### config.mk
export PLATFORM = sky130hd
export DESIGN_NAME = swi_event_enc_flat
export DESIGN_NICKNAME = d
export VERILOG_FILES = /design/src/rtl/swi_event_enc_if.sv /design/src/rtl/swi_event_enc.sv /design/src/flat_wrapper.sv
export SDC_FILE = /design/constraint.sdc
export NUM_CORES = 1
export LEC_CHECK = 0
export BUFFER_PORTS_ARGS = -buffer_cell sky130_fd_sc_hd__buf_2
export CAP_MARGIN = 20
export CORE_MARGIN = 5
export CORE_UTILIZATION = 50
export CTS_CLUSTER_SIZE = 12
export DETAILED_ROUTE_END_ITERATION = 10
export GPL_ROUTABILITY_DRIVEN = 0
export PLACE_DENSITY = 0.72
export SLEW_MARGIN = 20
export SYNTH_ARGS = -nofsm -noshare
export SYNTH_HDL_FRONTEND = slang
export SYNTH_SLANG_ARGS = --single-unit
### constraint.sdc
create_clock -name clk -period 2.06 [get_ports clk]
set_input_delay 0.412 -clock clk [delete_from_list [all_inputs] [get_ports clk]]
set_output_delay 0.412 -clock clk [all_outputs]
set_load 0.02 [all_outputs]
### src/rtl/swi_event_enc_if.sv
// Event handshake between swi_event_enc and its consumer: valid/ready plus
// switch number and on/off direction.
interface swi_event_enc_if;
   logic       ev_valid;
   logic       ev_ready;
   logic [3:0] ev_num;
   logic       ev_on;

   modport master (output ev_valid, output ev_num, output ev_on, input ev_ready);
   modport slave  (input ev_valid, input ev_num, input ev_on, output ev_ready);
endinterface

### src/rtl/swi_event_enc.sv
// Synchronise and debounce 8 slide switches, then emit one valid/ready event per
// debounced transition. Optional macro SWI_ALLON_EV_EN adds a single all-on event.
module swi_event_enc #(
   parameter int unsigned DEBOUNCE_CYCLES = 250000,
   parameter int unsigned CNT_W           = 18
) (
   input  logic            clk,
   input  logic            rst_n,
   input  logic [7:0]      prswi,
   output logic [7:0]      sw_stable,
   output logic            ev_lost,
   swi_event_enc_if.master ev
);
   localparam logic [CNT_W-1:0] CNT_MAX = CNT_W'(DEBOUNCE_CYCLES - 1);

   typedef enum logic {IDLE, PRESENT} state_t;

   logic [7:0]       sync1, sync2, cand, pending;
   logic [CNT_W-1:0] cnt;
   logic             stable_upd;
   logic [7:0]       diff, diff_eff, keep, clr_mask;
   logic [2:0]       sel_idx;
   state_t           state, state_nxt;
   logic             load_ev, load_on;
   logic [3:0]       load_num;
`ifdef SWI_ALLON_EV_EN
   logic             allon_flag, allon_hit, clr_flag;
`endif

   always_ff @(posedge clk or negedge rst_n) begin
      if (!rst_n) begin
         sync1     <= '0;
         sync2     <= '0;
         cand      <= '0;
         sw_stable <= '0;
         cnt       <= '0;
      end else begin
         sync1 <= prswi;
         sync2 <= sync1;
         if (sync2 != cand) begin
            cand <= sync2;
            cnt  <= '0;
         end else if (cnt == CNT_MAX) begin
            sw_stable <= cand;
         end else begin
            cnt <= cnt + 1'b1;
         end
      end
   end

   // Counter saturates at CNT_MAX, so the update strobe repeats; diff is zero then.
   assign stable_upd = (sync2 == cand) && (cnt == CNT_MAX);
   assign diff       = stable_upd ? (cand ^ sw_stable) : '0;

`ifdef SWI_ALLON_EV_EN
   assign allon_hit = stable_upd && (cand == 8'hFF) && (sw_stable != 8'hFF);
   assign diff_eff  = allon_hit ? '0 : diff;
`else
   assign diff_eff  = diff;
`endif

   always_comb begin
      sel_idx = '0;
      for (int unsigned i = 0; i < 8; i++) begin
         if (pending[7-i]) sel_idx = 3'(7 - i);
      end
   end

   always_comb begin
      state_nxt = state;
      load_ev   = 1'b0;
      load_num  = '0;
      load_on   = 1'b0;
      clr_mask  = '0;
`ifdef SWI_ALLON_EV_EN
      clr_flag  = 1'b0;
`endif
      unique case (state)
         IDLE: begin
`ifdef SWI_ALLON_EV_EN
            if (allon_flag) begin
               load_ev   = 1'b1;
               load_num  = 4'hA;
               load_on   = 1'b1;
               clr_flag  = 1'b1;
               state_nxt = PRESENT;
            end else
`endif
            if (pending != '0) begin
               load_ev           = 1'b1;
               load_num          = {1'b0, sel_idx};
               load_on           = sw_stable[sel_idx];
               clr_mask[sel_idx] = 1'b1;
               state_nxt         = PRESENT;
            end
         end
         PRESENT: if (ev.ev_ready) state_nxt = IDLE;
         default: state_nxt = IDLE;
      endcase
   end

   // Clear the selected bit before merging new diffs so a fresh toggle re-arms it.
   assign keep = pending & ~clr_mask;

   always_ff @(posedge clk or negedge rst_n) begin
      if (!rst_n) begin
         state       <= IDLE;
         pending     <= '0;
         ev_lost     <= 1'b0;
         ev.ev_valid <= 1'b0;
         ev.ev_num   <= '0;
         ev.ev_on    <= 1'b0;
      end else begin
         state       <= state_nxt;
         pending     <= keep ^ diff_eff;
         ev.ev_valid <= (state_nxt == PRESENT);
         if (|(keep & diff_eff)) ev_lost <= 1'b1;
         if (load_ev) begin
            ev.ev_num <= load_num;
            ev.ev_on  <= load_on;
         end
      end
   end

`ifdef SWI_ALLON_EV_EN
   always_ff @(posedge clk or negedge rst_n) begin
      if (!rst_n)         allon_flag <= 1'b0;
      else if (allon_hit) allon_flag <= 1'b1;
      else if (clr_flag)  allon_flag <= 1'b0;
   end
`endif
endmodule

### src/flat_wrapper.sv
// flat-port wrapper written by rule: the top's interface ports become plain ports
module swi_event_enc_flat 
#(
   parameter int unsigned DEBOUNCE_CYCLES = 250000,
   parameter int unsigned CNT_W           = 18
)
  (clk, rst_n, prswi, sw_stable, ev_lost, ev_ev_valid, ev_ev_num, ev_ev_on, ev_ev_ready);
  swi_event_enc_if ev_i ();
  input  logic clk;
  input  logic rst_n;
  input  logic [7:0] prswi;
  output logic [7:0] sw_stable;
  output logic ev_lost;
  output wire logic [$bits(ev_i.ev_valid)-1:0] ev_ev_valid;
  output wire logic [$bits(ev_i.ev_num)-1:0] ev_ev_num;
  output wire logic [$bits(ev_i.ev_on)-1:0] ev_ev_on;
  input wire logic [$bits(ev_i.ev_ready)-1:0] ev_ev_ready;
  assign ev_ev_valid = ev_i.ev_valid;
  assign ev_ev_num = ev_i.ev_num;
  assign ev_ev_on = ev_i.ev_on;
  assign ev_i.ev_ready = ev_ev_ready;
  swi_event_enc #(.DEBOUNCE_CYCLES(DEBOUNCE_CYCLES), .CNT_W(CNT_W)) u_core (.clk(clk), .rst_n(rst_n), .prswi(prswi), .sw_stable(sw_stable), .ev_lost(ev_lost), .ev(ev_i));
endmodule
==> flow_metrics.tcl, run 1 <==
set metrics [dict create \
    die-height_um 85.6 \
    drive_gt1_share_pct 27.0 \
    final_cell_mix "dfrtp_1, nor2_1, buf_2" \
    syn_to_final_growth_pct 20.1 \
    drc 0 \
    initial_core_util_pct 51.5 \
    avgRoutedWirePerCell_um 14.6 \
    worstSetupPathType "reg2reg" \
    core_um2 5540 \
    final_area_um2 3430 \
    cts_buffers 9 \
    powerDensity_nw_per_um2 789 \
    outcome "completed" \
    fmax_mhz 520 \
    finalNetCount 308 \
    synth_ff_type "dfrtp_1" \
    reg2reg_slack_ns 0.14 \
    antenna_found_initial 0 \
    ir_worst_vdd_uv 803 \
    r2r_cells 6 \
    htree_levels 3 \
    ios 26 \
    p_total_w 0.00270 \
    drt-initial-drc-count 60 \
    die_w_um 85.6 \
    nFillCells 462 \
    worstSetupStartpointType "register" \
    grt_util_all_layers_pct 16.3 \
    grt_pass1_vias 2015 \
    fin_skew_ns 0.00952 \
    setup_tns_ns 0 \
    endpoint_kind "register" \
    drtPass1Iterations 4 \
    vias 1935 \
    cp_max_fo 13 \
    drv_cap 0 \
    syn_inst 248 \
    hold_viol_final 0 \
    synth_async_sr_flop_share_pct 100 \
    dieArea_um2 7320 \
    setup-violations-final 0 \
    via_per_inst 5.30 \
    root_buffer "clkbuf_8" \
    yosysSeqAreaShare_pct 56.1 \
    slew_violations 0 \
    cts_max_path_buffers 2 \
    cts.sinks 64 \
    synth.distinct_cells 45 \
    grt-ovfl-total 0 \
    dpl_cell_area_um2 3120 \
    grt_pass1_wl_um 9230 \
    r2r-end "u_core.sw_stable[5]" \
    clkTransAtPathRegs_ns 0.08 \
    worstPathRequired_ns 2.29 \
    cp_data_arrival_time_ns 2.15 \
    tightest_slew_ns 0.593 \
    antenna_cells 0 \
    ant_nets 0 \
    post-route-period-util_pct 93.4 \
    syn_area_um2 2860 \
    drt-total-wl_um 5350 \
    numPortBuffers 24 \
    min_period_ns 1.92 \
    cts_tree "done" \
    syn-num-nets 268 \
    num_rows 27 \
    synth-warning-count 0 \
    syn_avg_cell_area_um2 11.5 \
    min_path_type "in2async" \
    synth-seq-cells 64 \
    power_leakage_nw 1.65 \
    clock_latency_ns 0.34 \
    critPathLaunch "u_core.cnt[1]" \
    grt_max_degree 65 \
    regToRegStartpoint "u_core.cnt[1]" \
    layout_commonest_cell "dfrtp_1" \
    slew_headroom_pct 60.1 \
    dp_hpwl_um 3510 \
    synth_edf_count 0 \
]
[repair_timing]
action | 4_1_cts | 5_1_grt
resized for setup | 0 | 7
hold buffers | 0 | 0
setup buffers | 0 | 5
endpoints found under the setup margin | 0 | 5
[flip-flops by register name, summed over array words and instances, names as in the netlist]
register	flops
u_core.sync1	8
u_core.pending	8
u_core.cnt	18
u_core.cand	8
u_core.ev.ev_on	1
u_core.sw_stable	8
u_core.ev.ev_num	3
u_core.sync2	8
u_core.ev_lost	1
u_core.ev.ev_valid	1
[stage by stage]
step	cells	setup slack [ns]	hold WS [ns]	util (%)
final	365	0.137	0.0651	61.9
after global routing	365	-0.00858	0.0869	61.9
after CTS	360	0.0352	0.0722	60.8
after detailed placement	344	0.0843	0.335	56.2
after global placement	344	0.105	0.332	56.2
after floorplan	248	0.0298	0.116	-
[kinds of logic after synthesis]
kind of cell	synth area share (%)
flip-flops	56.1
adder cells (fa/ha/maj)	3.94
AO/OA/AOI/OAI	6.00
multiplexers	4.91
buffers and inverters	2.50
other	0.131
AND/OR/NAND/NOR	17.2
XOR/XNOR	9.20
[final cells by class]
cell class              count  area, µm²  share of cell area (%)
flip-flops and latches     64       1600                    46.8
multi-input cells         168       1200                    35.1
clock buffers              10        138                    4.01
repair buffers             42        268                    7.81
clock inverters             6        114                    3.32
inverters                   3       11.3                   0.328
well taps                  72       90.1                    2.63
[cells in the mapped netlist (2+ instances only)]
cell type  number  area (µm²)
a21boi_0        2        15.0
a21oi_1         5        25.0
and3_1          2        12.5
clkbuf_1       11        41.3
dfrtp_1        64        1600
ha_1            9         113
inv_1           3        11.3
mux2_2          7        78.8
mux2_4          2        30.0
mux2i_1         2        20.0
nand2_1        14        52.6
nand3_1         9        45.0
nand4_1         4        25.0
nor2_1         35         131
nor2b_1         3        18.8
nor3_1          5        25.0
nor4_1          5        31.3
nor4_2          2        25.0
nor4b_2         2        30.0
o211a_1         2        20.0
o21a_1          3        22.5
o21ai_0         4        20.0
o22ai_1         2        12.5
or3_1           2        12.5
xnor2_1        13         114
xor2_1         17         149
[worst max-delay path by stage]
stage / end / slack (ns)
after floorplan: u_core.pending[7] / 0.03
after global placement: u_core.ev_lost / 0.10
after detailed placement: u_core.ev_lost / 0.08
after CTS: u_core.ev_lost / 0.04
after global routing: u_core.sw_stable[5] / -0.009
final: u_core.sw_stable[5] / 0.14
[power by group]
group	leakage (nW)	switching (W)	internal (W)	total (W)
combinational	0.694	0.0000405	0.0000256	0.0000661
clock	0.119	0.000500	0.000841	0.00134
sequential	0.837	0.0000171	0.00128	0.00130
[critical path, cell delays in order (launching register included)]
cell     delay [ns]
dfrtp_1        0.41
ha_1           0.21
nand3_2        0.12
nor4_4         0.37
nand3_4        0.22
buf_4          0.20
mux2_1         0.29
[routing by layer]
metal  GRT usage (%)  wire length, µm  vias to the layer above
li1                -                -                      927
met5               0                0                        -
met4            8.92              129                        0
met1            20.2             2340                      959
met3            5.09              286                       11
met2            25.5             2590                       38
Power figures use the tool's default switching activity.
==> run 2: changes to the inputs <==
- MAX_ROUTING_LAYER: unset -> met4
==> run 2 against run 1 <==
  * Clock power about the same
  * Die area unchanged
  * Routed wire length down 0.43%
  * Fmax about the same
  * Core utilization unchanged
  * Worst setup slack about the same
  * Register-to-register slack about the same
  * Sequential share of layout area unchanged
  * Flip-flop and latch count unchanged
  * Highest routed layer unchanged
==> flow_metrics.tcl, run 2 (synthesis results as in run 1) <==
set metrics [dict create \
    outcome "completed" \
    fmax_mhz 520 \
    slew_violations 0 \
    fin_util_pct 61.9 \
    grt-ovfl-total 0 \
    final_cells 365 \
    dpl_cell_area_um2 3120 \
    antenna_cells 0 \
    p_total_w 0.00270 \
    syn_to_final_growth_pct 20.1 \
    cp_max_fo 13 \
    core_um2 5540 \
    drtPass1Iterations 4 \
    dieArea_um2 7320 \
    top_register "u_core.cnt" \
    dp_hpwl_um 3510 \
    tightest_slew_ns 0.593 \
    numPortBuffers 24 \
    endpoint_kind "register" \
    cts.sinks 64 \
    grt_pass1_vias 2013 \
    largest_reg_flops 18 \
    setup-violations-final 0 \
    avgRoutedWirePerCell_um 14.6 \
    layout_commonest_cell "dfrtp_1" \
    die-height_um 85.6 \
    grt_util_all_layers_pct 16.8 \
    r2r_cells 6 \
    final_area_um2 3430 \
    ant_nets 0 \
    worstPathRequired_ns 2.29 \
    vias 1928 \
    regToRegStartpoint "u_core.cnt[5]" \
    drt-total-wl_um 5320 \
    finalNetCount 308 \
    drive_gt1_share_pct 27.0 \
    slew_headroom_pct 60.1 \
    cts_buffers 9 \
    r2r-end "u_core.sw_stable[5]" \
    reg2reg_slack_ns 0.14 \
    cts_tree "done" \
    powerDensity_nw_per_um2 789 \
    clkTransAtPathRegs_ns 0.08 \
    ios 26 \
    root_buffer "clkbuf_8" \
    num_rows 27 \
    final_cell_mix "dfrtp_1, nor2_1, buf_2" \
    grt_max_degree 65 \
    worstSetupStartpointType "register" \
    worstSetupPathType "reg2reg" \
    dpl.cell_count 344 \
    hold_viol_final 0 \
    min_period_ns 1.92 \
    fin_skew_ns 0.0104 \
    cts_max_path_buffers 2 \
    power_leakage_nw 1.65 \
    min_path_type "in2async" \
    drt-initial-drc-count 64 \
    post-route-period-util_pct 93.3 \
    drc 0 \
    via_per_inst 5.28 \
    initial_core_util_pct 51.5 \
    hold_ws_ns 0.0646 \
    antenna_found_initial 0 \
    clock_latency_ns 0.34 \
    htree_levels 3 \
    ir_worst_vdd_uv 804 \
    die_w_um 85.6 \
    cp_data_arrival_time_ns 2.15 \
    drv_cap 0 \
    grt_pass1_wl_um 9240 \
]
==> run 2: cell counts in the layout (fill, tap and decap cells not counted) <==
No cell type changed its count.
==> run 2: metal layers <==
| layer | global-route usage (%) | share of wire [%] |
|---|---|---|
| met1 | 20.2 | 44 |
| met2 | 25.5 | 48 |
| met3 | 5.00 | 5.4 |
| met4 | 8.92 | 2.5 |
| met5 | - | 0 |
==> run 2: area by class of cell <==
type	count	area, µm²
Fill cell	462	2110
Sequential cell	64	1600
Clock buffer	10	138
Clock inverter	6	114
Timing Repair Buffer	42	268
Tap cell	72	90.1
Multi-Input combinational cell	168	1200
Inverter	3	11.3
==> run 2: per-stage QoR <==
stage	TNS (ns)	setup slack, ns
final	0	0.137
after global routing	-0.00858	-0.00858
after CTS	0	0.0352
after detailed placement	0	0.0843
after global placement	0	0.105
after floorplan	0	0.0298
==> run 2: repair_timing <==
action,CTS,global route
gates resized for setup,0,7
setup buffers,0,5
hold buffers,0,0
setup endpoints to repair,0,5
==> run 2: power by group <==
part	internal [W]	total [W]	switching (W)
Clock	0.000841	0.00134	0.000500
Combinational	0.0000256	0.0000661	0.0000404
Sequential	0.00128	0.00130	0.0000169
==> run 2: worst max path at each step <==
stage,from,slack (ns),endpoint
2_1_floorplan,u_core.cnt[0],0.03,u_core.pending[7]
3_3_place_gp,u_core.pending[7],0.10,u_core.ev_lost
3_5_place_dp,u_core.pending[7],0.08,u_core.ev_lost
4_1_cts,u_core.pending[2],0.04,u_core.ev_lost
5_1_grt,u_core.cnt[1],-0.009,u_core.sw_stable[5]
6_report,u_core.cnt[5],0.14,u_core.sw_stable[5]
==> run 2: critical path, stage by stage, from the launching register on <==
cell	delay (ns)
dfrtp_1	0.45
nor4b_2	0.29
nand2_1	0.13
nor4_4	0.22
nand3_4	0.22
buf_4	0.20
mux2_1	0.29
